$ cat src/rtl/beep_pkg.sv
// Shared types and helpers for the beeper scheduler.
package beep_pkg;

    typedef enum logic [1:0] {
        ST_IDLE = 2'd0,
        ST_ON   = 2'd1,
        ST_OFF  = 2'd2,
        ST_GAP  = 2'd3
    } beep_state_e;

    localparam int unsigned BEEP_CNT_W = 3;

    // Counter width able to hold 0..max_val-1, never narrower than one bit.
    function automatic int unsigned beep_width(input int unsigned max_val);
        return (max_val <= 1) ? 1 : $clog2(max_val);
    endfunction

endpackage

$ cat src/rtl/beep_tone_gen.sv
// Square-wave tone generator with registered, mutable output.
module beep_tone_gen
    import beep_pkg::*;
#(
    parameter int unsigned TONE_DIV  = 16666,
    parameter int unsigned TONE_DUTY = 8
) (
    input  logic sys_clk,
    input  logic sys_rst_n,
    input  logic en,
    input  logic restart,
    input  logic mute,
    output logic beep
);

    localparam int unsigned TW  = beep_width(TONE_DIV + 1);
    localparam int unsigned THR = TONE_DIV / TONE_DUTY;

    logic [TW-1:0] tone_cnt;

    // Tone counter runs only while enabled; output lags the counter by one cycle.
    always_ff @(posedge sys_clk) begin
        if (!sys_rst_n) begin
            tone_cnt <= '0;
            beep     <= 1'b0;
        end else begin
            beep <= en && (tone_cnt <= TW'(THR)) && !mute;
            if (!en || restart) begin
                tone_cnt <= '0;
            end else if (tone_cnt == TW'(TONE_DIV)) begin
                tone_cnt <= '0;
            end else begin
                tone_cnt <= tone_cnt + TW'(1);
            end
        end
    end

endmodule

$ cat src/rtl/beep_sched.sv
// Fixed-priority, non-preemptive scheduler sharing one beeper among alarm sources.
module beep_sched
    import beep_pkg::*;
#(
    parameter int unsigned N_REQ     = 4,
    parameter int unsigned CNT_W     = BEEP_CNT_W,
    parameter int unsigned TONE_DIV  = 16666,
    parameter int unsigned TONE_DUTY = 8,
    parameter int unsigned ON_CYC    = 10_000_000,
    parameter int unsigned OFF_CYC   = 5_000_000,
    parameter int unsigned GAP_CYC   = 25_000_000
) (
    input  logic                     sys_clk,
    input  logic                     sys_rst_n,
    input  logic [N_REQ-1:0]         req,
    input  logic [N_REQ*CNT_W-1:0]   req_cnt,
    input  logic                     mute,
    output logic [N_REQ-1:0]         grant,
    output logic                     busy,
    output logic [N_REQ-1:0]         pend,
    output logic                     beep
);

    localparam int unsigned PH_MAX = (ON_CYC > OFF_CYC)
                                   ? ((ON_CYC  > GAP_CYC) ? ON_CYC  : GAP_CYC)
                                   : ((OFF_CYC > GAP_CYC) ? OFF_CYC : GAP_CYC);
    localparam int unsigned PH_W   = beep_width(PH_MAX);
    localparam int unsigned IDX_W  = beep_width(N_REQ);

    beep_state_e        state;
    logic [PH_W-1:0]    phase_cnt;
    logic [CNT_W-1:0]   beeps_left;
    logic [CNT_W-1:0]   cnt [N_REQ];
    logic [N_REQ-1:0]   pend_low;
    logic [N_REQ-1:0]   pend_clr;
    logic [IDX_W-1:0]   pick_idx;
    logic               phase_last;
    logic               tone_en;
    logic               tone_restart;

    // Lowest set pending bit wins arbitration.
    always_comb begin
        pend_low = pend & (~pend + N_REQ'(1));
        pick_idx = '0;
        for (int i = int'(N_REQ) - 1; i >= 0; i--) begin
            if (pend[i]) pick_idx = IDX_W'(i);
        end
    end

    // Last cycle of the current timed phase.
    always_comb begin
        phase_last = 1'b0;
        case (state)
            ST_ON:   phase_last = (phase_cnt == PH_W'(ON_CYC - 1));
            ST_OFF:  phase_last = (phase_cnt == PH_W'(OFF_CYC - 1));
            ST_GAP:  phase_last = (phase_cnt == PH_W'(GAP_CYC - 1));
            default: phase_last = 1'b0;
        endcase
    end

    assign pend_clr     = (state == ST_IDLE) ? pend_low : '0;
    assign busy         = (state != ST_IDLE);
    assign tone_en      = (state == ST_ON);
    assign tone_restart = ((state == ST_IDLE) && (|pend)) || ((state == ST_OFF) && phase_last);

    // Pending bank plus sequencing FSM; a new request beats the clear on the grant edge.
    always_ff @(posedge sys_clk) begin
        if (!sys_rst_n) begin
            state      <= ST_IDLE;
            grant      <= '0;
            pend       <= '0;
            beeps_left <= '0;
            phase_cnt  <= '0;
            for (int i = 0; i < int'(N_REQ); i++) cnt[i] <= '0;
        end else begin
            grant <= '0;
            for (int i = 0; i < int'(N_REQ); i++) begin
                if (req[i] && (!pend[i] || pend_clr[i])) begin
                    pend[i] <= 1'b1;
                    cnt[i]  <= (req_cnt[i*CNT_W +: CNT_W] == '0) ? CNT_W'(1)
                                                                  : req_cnt[i*CNT_W +: CNT_W];
                end else if (pend_clr[i]) begin
                    pend[i] <= 1'b0;
                end
            end

            case (state)
                ST_IDLE: begin
                    if (|pend) begin
                        state      <= ST_ON;
                        grant      <= pend_low;
                        beeps_left <= cnt[pick_idx];
                        phase_cnt  <= '0;
                    end
                end
                ST_ON: begin
                    if (phase_last) begin
                        phase_cnt <= '0;
                        if (beeps_left == CNT_W'(1)) begin
                            state <= ST_GAP;
                        end else begin
                            beeps_left <= beeps_left - CNT_W'(1);
                            state      <= ST_OFF;
                        end
                    end else begin
                        phase_cnt <= phase_cnt + PH_W'(1);
                    end
                end
                ST_OFF: begin
                    if (phase_last) begin
                        phase_cnt <= '0;
                        state     <= ST_ON;
                    end else begin
                        phase_cnt <= phase_cnt + PH_W'(1);
                    end
                end
                ST_GAP: begin
                    if (phase_last) begin
                        phase_cnt <= '0;
                        state     <= ST_IDLE;
                    end else begin
                        phase_cnt <= phase_cnt + PH_W'(1);
                    end
                end
                default: state <= ST_IDLE;
            endcase
        end
    end

    beep_tone_gen #(
        .TONE_DIV  (TONE_DIV),
        .TONE_DUTY (TONE_DUTY)
    ) u_tone (
        .sys_clk   (sys_clk),
        .sys_rst_n (sys_rst_n),
        .en        (tone_en),
        .restart   (tone_restart),
        .mute      (mute),
        .beep      (beep)
    );

endmodule

$ cat config.mk
export PLATFORM = sky130hd
export DESIGN_NAME = beep_sched
export DESIGN_NICKNAME = d
export VERILOG_FILES = /design/src/rtl/beep_pkg.sv /design/src/rtl/beep_tone_gen.sv /design/src/rtl/beep_sched.sv
export SDC_FILE = /design/constraint.sdc
export NUM_CORES = 1
export LEC_CHECK = 0
export CAP_MARGIN = 25
export CORE_MARGIN = 4
export CORE_UTILIZATION = 45
export CTS_CLUSTER_SIZE = 28
export DETAILED_ROUTE_END_ITERATION = 7
export PLACE_DENSITY = 0.78
export RECOVER_POWER = 100
export SLEW_MARGIN = 20
export SYNTH_ARGS = -nofsm -noshare
export SYNTH_HDL_FRONTEND = slang
export SYNTH_SLANG_ARGS = --single-unit
$ cat constraint.sdc
create_clock -name sys_clk -period 2 [get_ports sys_clk]
set_input_delay 0.4 -clock sys_clk [delete_from_list [all_inputs] [get_ports sys_clk]]
set_output_delay 0.4 -clock sys_clk [all_outputs]
set_load 0.05 [all_outputs]
## Word-level counts from Yosys, hierarchy flattened

Memories as Yosys holds them, arrays and structs flattened.
Cells that the tools add are included.

| word-level totals | value |
|---|---|
| register bits after elaboration | 54 |
| RAM bits | 12 |
| input bits | 19 |
| output and inout port bits | 10 |
| word-level logic and storage cells | 121 |
| memories | 1 |

| operators by class | value |
|---|---|
| add/subtract/negate cells | 4 |
| $lt $le $gt $ge | 1 |
| equality and inequality tests | 13 |
| mux-type cells | 48 |
| bitwise gates (word level) | 7 |
| reductions and logical operators | 37 |

Memories:

| memory | depth | bits a word | read ports | clocked after Yosys merged registers in | write ports | RTL line | text |
|---|---|---|---|---|---|---|---|
| cnt | 4 | 3 | 1 | 0 | 4 | beep_sched.sv:33 | `logic [CNT_W-1:0] cnt [N_REQ];` |

Operators with widths:

| kind | count |
|---|---|
| 2-to-1 mux 25 bit | 2 |
| one-hot mux 25 bit (2 select lines) | 1 |
| 2-to-1 mux 3 bit | 11 |
| adder 25 x 1 -> 25 bit, second input constant | 1 |
| == test 25 x 23 -> 1 bit, second input constant | 1 |
| == test 25 x 24 -> 1 bit, second input constant | 1 |
| == test 25 bit, second input constant | 1 |
| 2-to-1 mux 1 bit | 22 |
| 2-to-1 mux 2 bit | 8 |
| adder 15 x 1 -> 15 bit, second input constant | 1 |
| == test 15 bit, second input constant | 1 |
| less-or-equal comparator 15 x 12 -> 1 bit, second input constant | 1 |
| zero test 3 bit | 4 |
| nonzero test 2 bit | 6 |
| logical AND 1 bit | 8 |
| inequality test 2 bit, second input constant | 4 |
| one-hot mux 2 bit (4 select lines) | 1 |
| AND reduction 4 bit | 2 |
| zero test 1 bit | 6 |
| logical OR 1 bit | 6 |
| one-hot mux 3 bit (2 select lines) | 1 |
| OR reduction 3 bit | 2 |
| adder 4 x 1 -> 4 bit, second input constant | 1 |
| AND 4 bit | 1 |
| 13 further kinds | 17 |

## Longest topological paths before layout

| logic depth | value |
|---|---|
| depth after elaboration | 10 |
| gate-level depth with buffers | 10 |
| mapped depth without buffers | 7 |

## By module

Synthesis repeated with hierarchy kept, for this count alone.

| second synthesis, totals | value |
|---|---|
| cells, all modules | 414 |
| area, all modules | 3390.8 sq um |

By module, submodules not included:

| module | times used | cells each | area an instance (sq um) |
|---|---|---|---|
| beep_sched | 1 | 332 | 2647.5 |
| beep_tone_gen | 1 | 82 | 743.2 |

## Least setup slack after synthesis

Ideal clock, no wire load.

| timing | value |
|---|---|
| kind | register to register |
| start | register pend[2] |
| end | register beeps_left[0] |
| arrival time | 2.125 ns |
| data required time | 1.875 ns |
| path slack | -0.250 ns |
| stages on the path, launching flop included | 7 |
| buffers on the path | 0 |
| cell sequence | dfxtp_1 -> nor2b_1 -> o21ai_0 -> mux2_2 -> nor2_1 -> a211oi_1 -> o41a_1 |

| on the way | value |
|---|---|
| word-level cells in the longest chain between the ends | 6 |
| elaborated cells between the ends (all ways) | 9 |

Ends and longest elaborated chain:

| what | RTL line | text |
|---|---|---|
| start, declared | beep_sched.sv:20 | `output logic [N_REQ-1:0] pend,` |
| start signal, assigned | beep_sched.sv:71 | `pend <= '0;` |
| start signal, assigned by index | beep_sched.sv:79 | `pend[i] <= 1'b1;` |
| start signal, assigned by index | beep_sched.sv:83 | `pend[i] <= 1'b0;` |
| 2-to-1 mux 2 bit (3 in a row) | beep_sched.sv:46 | `if (pend[i]) pick_idx = IDX_W'(i);` |
| memory read (4 x 3 bit) | -- |  |
| 2-to-1 mux 3 bit | beep_sched.sv:89 | `if (\|pend) begin` |
| one-hot mux 3 bit (2 select lines) | beep_sched.sv:87 | `case (state)` |
| end signal, assigned | beep_sched.sv:92 | `beeps_left <= cnt[pick_idx];` |
| end signal, assigned | beep_sched.sv:102 | `beeps_left <= beeps_left - CNT_W'(1);` |
| end, declared | beep_sched.sv:32 | `logic [CNT_W-1:0] beeps_left;` |

Parallel ways exist; a longest one is shown, timed or not. The select of a mux whose other input is x is not followed.
A chain may end at the register's enable or synchronous reset.

## Final worst setup path

| timing | value |
|---|---|
| start | register phase_cnt[19] |
| end | register phase_cnt[4] |

| on the way | value |
|---|---|
| word-level cells in the longest chain between the ends | 4 |
| elaborated cells between the ends (all ways) | 6 |

Ends and longest elaborated chain:

| what | RTL line | text |
|---|---|---|
| start, declared | beep_sched.sv:31 | `logic [PH_W-1:0] phase_cnt;` |
| start signal, assigned | beep_sched.sv:106 | `phase_cnt <= phase_cnt + PH_W'(1);` |
| start signal, assigned | beep_sched.sv:114 | `phase_cnt <= phase_cnt + PH_W'(1);` |
| start signal, assigned | beep_sched.sv:122 | `phase_cnt <= phase_cnt + PH_W'(1);` |
| == test 25 bit, or another cell as far along | beep_sched.sv:56 | `ST_GAP: phase_last = (phase_cnt == PH_W'(GAP_CYC - 1));` |
| one-hot mux 1 bit (3 select lines) (*) | beep_sched.sv:53 | `case (state)` |
| 2-to-1 mux 25 bit (*) | beep_sched.sv:97, beep_sched.sv:110, beep_sched.sv:118 |  |
| one-hot mux 25 bit (2 select lines) (*) | beep_sched.sv:87 |  |

Mark *: on every way between the ends. The rest lies on a longest branch, timed or not.

==> qor.yml <==
cp_max_fo: 5
ys_ff_latch: 66
skew_ps: 7.87
area_delta_synth_final_pct: 28.5
diodes: 0
ys_types: 64
slowest_stage: "dfxtp_2"
cp.arrival_ps: 2150
cts_sinks: 66
core_mm2: 0.00733
synth_xor_area_share_pct: 4.32
wl_um: 8520
finalPower_mw: 3.22
clk_latency_ps: 350
synthTopCellsByArea: "dfxtp_1 31%, edfxtp_1 10%, nand2_1 6.0%, nor2_1 4.2%, nand3_1 3.5%"
cts.clk_slew.worst_paths_ps: 70
initial_core_util_pct: 47.0
syn_nets: 432
end_kind: "register"
async_flop_share_pct: 0
vias: 3235
cts-buffers-inserted: 9
tns_ps: 0
drc: 0
antenna_found_initial: 0
critPathMaxStageDelay_ps: 330
crit_top_cell: "buf_4"
wl_per_cell_um: 14.7
crit_buf_inv: 2
dr.pass1.iters: 4
path_cells: "or2b_1, nor4_1, and4b_2, buf_4, a21oi_2, buf_4, a21o_1, a22o_1"
synthMuxAreaShare_pct: 1.85
io_buffers: 28
period_share_pct: 95.5
clockBufferDepth: 2
die-height_um: 95.5
via_per_inst: 5.60
die-area_mm2: 0.00912
setup_slack_ps: 89.1
worstMarginPinSlew_ps: 593
nNetsFinal: 498
holdWs_ps: 463
grt_overflow_total: 0
syn_area_per_cell_um2: 8.45
synthSimpleGateAreaFrac_pct: 28.1
use_met2_pct: 35.9
yosysWarningCount: 0
dp_hpwl_um: 5900
start_kind: "register"
grt_pass1_vias: 3301
cts_root_buffer: "clkbuf_8"
critPathTopFamily: "simple AND/OR/NAND/NOR gates"
drive_gt1_share_pct: 19.4
use_met3_pct: 5.84
drv_slew: 0
syn-cell-area_mm2: 0.00345
die_x_um: 95.5
seqPwrFrac_pct: 44.5
fillCellCount: 618
synth_top_area_share_pct: 31.4
synthFlopType: "dfxtp_1"
power.density_mw_per_mm2: 726
grt_pass1_wl_um: 14600
post-place-ws_ps: -73.3
hold_buffers: 0
grt_busiest_layer: "met2"
synth_edf_count: 12
synth_compound_area_share_pct: 16.4
ys_seq_area_share_pct: 41.8
fin_crit_ps: 1910
peakVddDrop_mv: 0.533
ant_nets: 0
clkPwrFrac_pct: 44.3
hp-class: "register to register"
dr.first_iter.drc_count: 137
met1_usage_pct: 23.0
gp_congestion: 0.867
syn_inst: 408
power_frac_comb_pct: 11.2
ios: 29
synth_fa_ha_area_share_pct: 1.81
hold_viol: 0
post-route-util_pct: 60.4
cts_tree: "yes"
grt_usage_pct: 20.4
cp.required_ps: 2240
fmax_mhz: 523
synth_top_family_by_area: "simple AND/OR/NAND/NOR gates"
grt_max_degree: 19
internal_power_mw: 2.45
swShare_pct: 23.7
power.switching_mw: 0.764
crit_type: "register to register"
status: "finished, final reports clean"
synth_top_area_cell: "dfxtp_1"
max_cap_viol_count: 0
setup_viol: 0
power_leakage_nw: 1.72
max_slew_margin_pct: 60.6
htree_levels: 3
rows: 31
layout make-up:
type                       instances  area [µm²]  area share [%]
multi-input combinational        300        1880            42.5
inverter                          25        93.8            2.12
clock inverter                     4        97.6            2.20
clock buffer                      12         155            3.50
tap                               99         124            2.80
timing repair buffer              72         621            14.0
sequential                        66        1460            32.9
per-layer routing:
| metal | up-vias | wire [µm] |
|---|---|---|
| li1 | 1588 | - |
| met1 | 1563 | 3680 |
| met2 | 71 | 4390 |
| met3 | 13 | 339 |
| met4 | 0 | 112 |
| met5 | - | 0 |
what timing repair did:
item / 4_1_cts / 5_1_grt
gates resized for setup: 7 / 23
setup buffers: 0 / 3
setup endpoints to repair: 20 / 38
pin swaps: 0 / 5
flip-flops by register name, indices dropped and copies added, names as in the netlist:
| register | flops |
|---|---|
| beeps_left | 3 |
| cnt | 12 |
| grant | 4 |
| pend | 4 |
| phase_cnt | 25 |
| state | 2 |
| u_tone.beep | 1 |
| u_tone.tone_cnt | 15 |
cell usage after synthesis, types with 2 or more instances:
cell	instances
a21boi_0	5
dfxtp_1	54
nor3_1	12
or3_1	5
and4b_1	2
nand4_1	11
nor2_1	39
ha_1	5
nand3_1	24
o31ai_1	4
o21a_1	4
and3_1	9
and4_1	3
a31oi_1	4
xnor2_1	8
edfxtp_1	12
o311ai_0	5
a21oi_1	16
o211ai_1	2
and2_1	5
clkbuf_1	5
nand4b_1	2
nor4b_1	2
buf_2	3
inv_1	24
buf_4	7
mux2i_1	3
a211oi_1	2
nor2b_1	7
o21ai_0	23
nor4_1	4
nand2_1	55
a32o_1	2
xor2_1	9
a32oi_1	2
power by group through the flow:
stage	Clock (mW)	Combinational [mW]	Sequential [mW]
3_5_place_dp	0	0.351	1.46
5_1_grt	1.51	0.395	1.44
2_1_floorplan	0	0.185	1.48
3_3_place_gp	0	0.342	1.46
4_1_cts	1.45	0.352	1.43
6_report	1.43	0.361	1.43
placed cells by master (no fill, tap or decap), types with 3 or more instances in the layout:
master / netlist / routed
o21ai_0: 23 / 21
inv_1: 24 / 24
clkbuf_8: 0 / 11
ha_1: 5 / 4
or3_1: 5 / 5
o311ai_1: 0 / 4
and4_1: 3 / 3
nor4_1: 4 / 4
o21a_1: 4 / 4
nand3_1: 24 / 21
nor3_1: 12 / 11
and3_1: 9 / 9
xnor2_1: 8 / 8
o31ai_1: 4 / 4
xor2_1: 9 / 9
edfxtp_1: 12 / 12
dfxtp_1: 54 / 41
dfxtp_2: 0 / 13
nand4_1: 11 / 11
mux2i_1: 3 / 3
a21boi_0: 5 / 5
nand3_2: 0 / 3
a31oi_1: 4 / 4
nor2b_1: 7 / 7
bufinv_16: 0 / 3
nor2_1: 39 / 39
nand2_1: 55 / 55
clkdlybuf4s50_1: 0 / 23
a21oi_1: 16 / 15
and2_1: 5 / 5
buf_4: 7 / 41
tightest hold or removal path, cell delays in order (launching register included):
cell     delay [ps]
dfxtp_1         320
nand2_1          50
mux2i_1          50
kinds of logic (layout without fill, tap and decap cells):
family,Yosys count,count (layout)
XOR/XNOR,17,17
AND/OR/NAND/NOR,191,191
buffers and inverters,42,113
multiplexers,5,5
flip-flops,66,66
AO/OA/AOI/OAI,82,82
adder cells (fa/ha/maj),5,5
stage by stage:
stage / cells / cell area [µm²]
CTS: 575 / 4340
global route: 578 / 4430
detailed placement: 559 / 4070
floorplan: 408 / 3460
finish: 578 / 4430
global placement: 559 / 4070
worst paths after layout:
check,from,to,slack (ps),depth (start not counted)
worst min register to register,beeps_left[1],beeps_left[1],460,2
worst min-delay path,beeps_left[1],beeps_left[1],460,2
worst max-delay path,phase_cnt[19],phase_cnt[4],90,8
worst max register to register,phase_cnt[19],phase_cnt[4],90,8
No activity file was read; power rests on OpenSTA's default activity.
